==> src/rtl/qos_wrr_scheduler.sv <==
// qos_wrr_scheduler: work-conserving weighted round-robin drain of four
// per-class FWFT FIFOs into one output FIFO, one word per cycle.
module qos_wrr_scheduler #(
  parameter int DATA_W = 12,
  parameter int W0     = 4,
  parameter int W1     = 3,
  parameter int W2     = 2,
  parameter int W3     = 1
) (
  input  logic                  clk,
  input  logic                  reset,
  input  logic                  active,
  input  logic [3:0]            empty,
  input  logic [4*DATA_W-1:0]   fifo_data,
  input  logic                  out_almost_full,
  output logic [3:0]            pop,
  output logic                  push_out,
  output logic [DATA_W-1:0]     data_out,
  output logic                  idle
);

  typedef enum logic {IDLE = 1'b0, RUN = 1'b1} state_e;

  state_e              state_q;
  logic [1:0]          ptr_q, ptr_d;
  logic [3:0]          credit_q, credit_d;
  logic                push_q;
  logic [DATA_W-1:0]   data_q;

  logic                elig;
  logic [1:0]          g;
  logic [3:0]          c;

  function automatic logic [3:0] wt(input logic [1:0] k);
    case (k)
      2'd0:    wt = 4'(W0);
      2'd1:    wt = 4'(W1);
      2'd2:    wt = 4'(W2);
      default: wt = 4'(W3);
    endcase
  endfunction

  // Grant: first non-empty class scanning from ptr; pops are withheld during
  // reset so no word is lost when the in-flight register is cleared.
  always_comb begin
    logic       found;
    logic [1:0] idx;
    found = 1'b0;
    idx   = ptr_q;
    g     = ptr_q;
    for (int i = 0; i < 4; i++) begin
      idx = ptr_q + 2'(i);
      if (!found && !empty[idx]) begin
        g     = idx;
        found = 1'b1;
      end
    end
    elig = !reset && (state_q == RUN) && active && !out_almost_full && (empty != 4'hF);
    pop  = elig ? (4'b0001 << g) : 4'b0000;
    c    = (g == ptr_q) ? credit_q : wt(g);
    ptr_d    = ptr_q;
    credit_d = credit_q;
    if (elig) begin
      if (c == 4'd1) begin
        ptr_d    = g + 2'd1;
        credit_d = wt(g + 2'd1);
      end else begin
        ptr_d    = g;
        credit_d = c - 4'd1;
      end
    end
  end

  // FSM, round pointer/credit and the single-slot output register.
  always_ff @(posedge clk) begin
    if (reset) begin
      state_q  <= IDLE;
      ptr_q    <= 2'd0;
      credit_q <= 4'(W0);
      push_q   <= 1'b0;
      data_q   <= '0;
    end else begin
      case (state_q)
        IDLE:    if (active)  state_q <= RUN;
        default: if (!active) state_q <= IDLE;
      endcase
      ptr_q    <= ptr_d;
      credit_q <= credit_d;
      push_q   <= elig;
      if (elig) data_q <= fifo_data[int'(g)*DATA_W +: DATA_W];
    end
  end

  assign push_out = push_q;
  assign data_out = data_q;
  assign idle     = (&empty) && !push_q && (state_q == IDLE);

endmodule

==> config.mk <==
export PLATFORM = sky130hd
export DESIGN_NAME = qos_wrr_scheduler
export DESIGN_NICKNAME = d
export VERILOG_FILES = /design/src/rtl/qos_wrr_scheduler.sv
export SDC_FILE = /design/constraint.sdc
export NUM_CORES = 1
export LEC_CHECK = 0
export CORE_UTILIZATION = 47
export CTS_BUF_LIST = sky130_fd_sc_hd__clkbuf_16
export CTS_CLUSTER_DIAMETER = 30
export CTS_CLUSTER_SIZE = 30
export DETAILED_ROUTE_END_ITERATION = 6
export PLACE_DENSITY = 0.87
export SLEW_MARGIN = 20
export SYNTH_ARGS = -nofsm -noshare
export SYNTH_HDL_FRONTEND = slang
export SYNTH_SLANG_ARGS = --single-unit
==> constraint.sdc <==
create_clock -name clk -period 6 [get_ports clk]
set_input_delay 0.6 -clock clk [delete_from_list [all_inputs] [get_ports clk]]
set_output_delay 0.6 -clock clk [all_outputs]
set_load 0.05 [all_outputs]
# Word-level counts from Yosys, hierarchy flattened

Index checks and enable logic that the tools add are counted.

Input bits: 56
Flip-flop bits (word level): 20
Logic and storage cells: 66

Multiply operators: 1
Multiplexer cells: 21
Equality and inequality tests: 7
Bitwise logic cells: 1
Reductions and logical operators: 20
Add/subtract/negate cells: 5
Order comparisons: 4
Shift-type cells: 2

Operators by type and width:

| cell                | count |
|---|---|
| $shiftx 48x7->12    | 1 |
| $pmux 3 s3          | 2 |
| $lt 2x3->1 const B  | 4 |
| $mux 4              | 3 |
| $logic_and 1x1->1   | 9 |
| $bmux 1 s2          | 4 |
| $logic_not 1->1     | 8 |
| $mux 1              | 8 |
| $mux 2              | 4 |
| $add 2x1->2 const B | 2 |
| $add 2x2->2 const B | 2 |
| $eq 2x1->1 const B  | 2 |
| $eq 2x2->1 const B  | 2 |
| $eq 4x1->1 const B  | 1 |
| $logic_not 2->1     | 2 |
| $mul 2x2->4 const B | 1 |
| $ne 4x4->1 const B  | 1 |
| $reduce_and 4->1    | 1 |
| $shl 1x2->4 const A | 1 |
| $sub 4x1->4 const B | 1 |
| $eq 2x2->1          | 1 |
| $not 1->1           | 1 |

# Depth between registers and ports, before layout

Word-level depth: 17
Depth in mapped cells: 16
Depth with buffers taken out: 13

# Worst setup path before layout

Ideal clock, no wire load.

Path kind: input to register
Start point: in empty[3]
End point: reg credit_q[1]
Setup time: 0.133 ns
Slack: 2.532 ns
Cell stages on the path: 15
Buffers on the path: 2
Data arrival time: 3.335 ns
Cells stage by stage: buf_4 -> nor2b_1 -> o21a_2 -> nor3_1 -> ha_1 -> inv_1 -> nor2_1 -> a21oi_1 -> ha_1 -> nor2b_1 -> inv_1 -> or3_1 -> buf_2 -> a221oi_1 -> nor4_1

Longest elaborated chain between the ends: 16
Elaborated cells on any way between the ends: 38
Classes of those cells: add/sub (2); eq/ne (7); mux (18); reduce/logical (11)

Ends and longest elaborated chain:

| item                                      | RTL line | RTL |
|---|---|---|
| from (decl)                               | 13       | `input logic [3:0] empty,` |
| $bmux 1 s2                                | 53       | `if (!found && !empty[idx]) begin` |
| $mux 1 (not written as such)              | 53       |  |
| $logic_not 1->1                           | 53       |  |
| $logic_and 1x1->1                         | 53       |  |
| $mux 1                                    | 53       |  |
| $logic_not 1->1                           | 53       |  |
| $logic_and 1x1->1                         | 53       |  |
| $mux 1                                    | 53       |  |
| $logic_not 1->1                           | 53       |  |
| $logic_and 1x1->1                         | 53       |  |
| $mux 2                                    | 53       |  |
| $eq 2x2->1, or another cell as far along  | 35       | `case (k)` |
| $pmux 3 s3                                | 35       |  |
| $mux 4                                    | 60       | `c = (g == ptr_q) ? credit_q : wt(g);` |
| $sub 4x1->4 or $eq 4x1->1 (tied branches) | 69, 64   |  |
| $mux 4                                    | 64       | `if (c == 4'd1) begin` |
| to (signal assigned)                      | 79       | `credit_q <= 4'(W0);` |
| to (signal assigned)                      | 88       | `credit_q <= credit_d;` |
| to (decl)                                 | 26       | `logic [3:0] credit_q, credit_d;` |

Parallel ways exist; a longest one is shown, timed or not. The select of a mux whose other input is x is not followed.
A chain may end at the register's enable or synchronous reset.

# Worst setup path in the final report

Start point: in empty[2]
End point: reg credit_q[1]

The elaborated chain is that of the path after synthesis.

==> run metrics <==
Synth Flop Type dfxtp_1; count of different cell masters after synthesis 58; static leakage 0.935 nW; Clock Latency Late Sink 250 ps; layout cells sized above 1 11.2%; syn_area_per_cell 9.09 sq um; core area 0.00347 sq mm; Rows 21; flop2flop setup slack 2250 ps; initial core utilization 51.1%; Slew HR 49.7%; Max VDD drop 0.141 mV; CTS tree built; Inserted Clock Buffers 3; CP arrival 4350 ps; cell area after synthesis 0.00177 sq mm; initial antenna violation count 0; global-route usage over all layers 23.9%; crit path to credit_q[1]; Routed WL 4.69 mm; PwrDens 155 mW/mm^2; post-synthesis async set-or-reset flop share 0%; Worst Skew 1.64 ps; # DRC 0; Worst-path clk slew 50 ps; cell count of the worst reg-to-reg path 12; setup TNS 0 ps; CP Capture Type register; dpl hpwl 3.50 mm; first-pass GRT wire length 7.63 mm; Net Sw Power 0.103 mW; Int Power 0.290 mW; sw frac 26.2%; worst reg2reg path endpoint credit_q[1]; reg-to-reg critical path startpoint ptr_q[1]; Tcrit/Tclk final 71.0%; Max Buffers Root-to-Sink 2; net count of the mapped netlist 258; Synth area leader dfxtp_1; Seq pwr share 35.4%; number of synthesized register bits 20; clock sink count 20; DRT iter0 DRCs 166; post-CTS sizing 0; synth top area cells dfxtp_1, mux2_1, mux2_2; Final Hold Vio Count 0; Routed Antenna Nets 0; Post-synth EDFFs 0; actual slew at the worst max-slew pin 752 ps; Comb power frac 30.2%; Hold/Removal Path Class register to register; Area growth, synth to finish 42.8%; filler instances 268; I/O pin count 74; largest net degree at the start of global routing 30; Worst Path Max Fanout 10; final worst path period need 4260 ps; placer congestion estimate 0.788; clock share of power 34.4%; number of port buffers 73; First-pass DRT Iterations 4; top cell type's share of synthesized area 22.6%; # nets final 323; vias in the first global route 1637; via count 1754; fin util 73.0%; CTS Hold Bufs 0; DIE HEIGHT 63.4 microns; Root Driver clkbuf_16; max_cap viols 0; Synthesis Warnings 0; Seq/Total Area, Yosys 22.6%; critical path class primary input to register; RSZ-0062 raised after global routing false; Req. time, crit path 6100 ps; startpoint types primary input; Syn Inst Count 195; Worst Setup SP empty[2]; post-CTS setup buffers 0; Final setup viols 0; diodes inserted 0; die area 0.00402 sq mm; max frequency 235 MHz; drt wl/cell 15.4 microns; Vias per Instance 5.75; Slew Limit Fails 0; outcome completed; H-tree levels 1; die width 63.4 microns; gr ovfl total 0
==> worst min path at each step <==
| stage | start | end | slack (ps) | cells after the start |
|---|---|---|---|---|
| after floorplan | credit_q[0] | credit_q[0] | 460 | 2 |
| after global placement | credit_q[0] | credit_q[0] | 500 | 2 |
| after detailed placement | credit_q[0] | credit_q[0] | 500 | 2 |
| after CTS | credit_q[0] | credit_q[0] | 510 | 2 |
| after global routing | credit_q[0] | credit_q[0] | 540 | 2 |
| final | credit_q[0] | credit_q[0] | 510 | 2 |
==> registers in the layout, summed over array words and instances (netlist names) <==
register	flops
credit_q	4
ptr_q	2
state_q	1
data_out	12
push_out	1
==> metrics by stage <==
stage | cells | worst slack [ps] | area, sq um | power [mW] | hold slack, ps
floorplan | 195 | 2530 | 1770 | 0.214 | 464
global placement | 301 | 1620 | 2450 | 0.258 | 497
detailed placement | 301 | 1550 | 2450 | 0.260 | 498
CTS | 305 | 1780 | 2530 | 0.396 | 507
global route | 305 | 1410 | 2530 | 0.412 | 537
finish | 305 | 1740 | 2530 | 0.393 | 508
==> power groups by stage <==
stage | sequential (mW) | combinational [mW] | clock, mW
floorplan | 0.149 | 0.0647 | 0
global placement | 0.142 | 0.117 | 0
detailed placement | 0.142 | 0.118 | 0
CTS | 0.139 | 0.119 | 0.138
global route | 0.140 | 0.129 | 0.144
finish | 0.139 | 0.119 | 0.135
==> routing by layer <==
layer / routed length (microns) / GRT usage, % / share of wire, %
met1: 2030 / 29.9 / 43
met3: 197 / 4.53 / 4.2
met4: 65 / 5.68 / 1.4
met5: 0 / 0 / 0
met2: 2400 / 41.5 / 51
==> critical path, cell delays in order <==
cell             delay (ps)
clkdlybuf4s50_1         680
nand3_1                 150
and3_1                  240
nor3_1                  590
ha_1                    380
inv_1                   120
nor2_1                   60
a21oi_1                 170
ha_1                    300
nor3b_1                 370
o21ai_1                 240
a221oi_1                350
nor4_1                  100
==> cell type report <==
type | count | area, sq um | share of cell area [%]
multi-input combinational | 151 | 1220 | 48.0
timing repair buffer | 75 | 746 | 29.4
sequential | 20 | 400 | 15.8
clock buffer | 3 | 75.1 | 2.96
tap | 46 | 57.6 | 2.27
inverter | 9 | 33.8 | 1.33
clock inverter | 1 | 3.75 | 0.148
==> synth_stat cells, drive strengths merged (3+ instances only) <==
cell type and instances:
or3 5, a221oi 3, nand2 8, nor3 3, nand3 8, o21ai 7, and2 6, nor2b 5
nor2 8, dfxtp 20, a31oi 3, o21a 3, a311oi 3, a221o 12, nor3b 13, buf 12
nor4 3, and3 3, mux2 24, ha 7, inv 9
==> kinds of logic after synthesis <==
family	synth area share (%)
DFF	22.6
and+or+nand+nor	26.7
AOI/OAI and AO/OA	21.7
muxes	15.2
buffers and inverters	8.82
adders and majority gates	4.94
==> cell usage in the layout, fill, tap and decap left out, types with 2 or more instances in the layout <==
cell,n
a21o_1,2
a221o_1,12
a221oi_2,2
a22oi_1,2
a311oi_1,2
a31oi_1,3
and2_1,4
and2b_4,2
and3_1,3
buf_4,2
clkbuf_16,3
clkdlybuf4s50_1,73
dfxtp_1,20
ha_1,7
inv_1,9
mux2_1,13
mux2_2,11
nand2_1,7
nand3_1,8
nand3b_1,2
nand4_1,2
nor2_1,8
nor2b_1,4
nor3_1,3
nor3b_1,13
nor4_1,2
o21a_1,2
o21ai_0,4
o21ai_1,3
o22ai_1,2
or3_1,4
or3b_1,2
(Power assumes the default switching activity.)
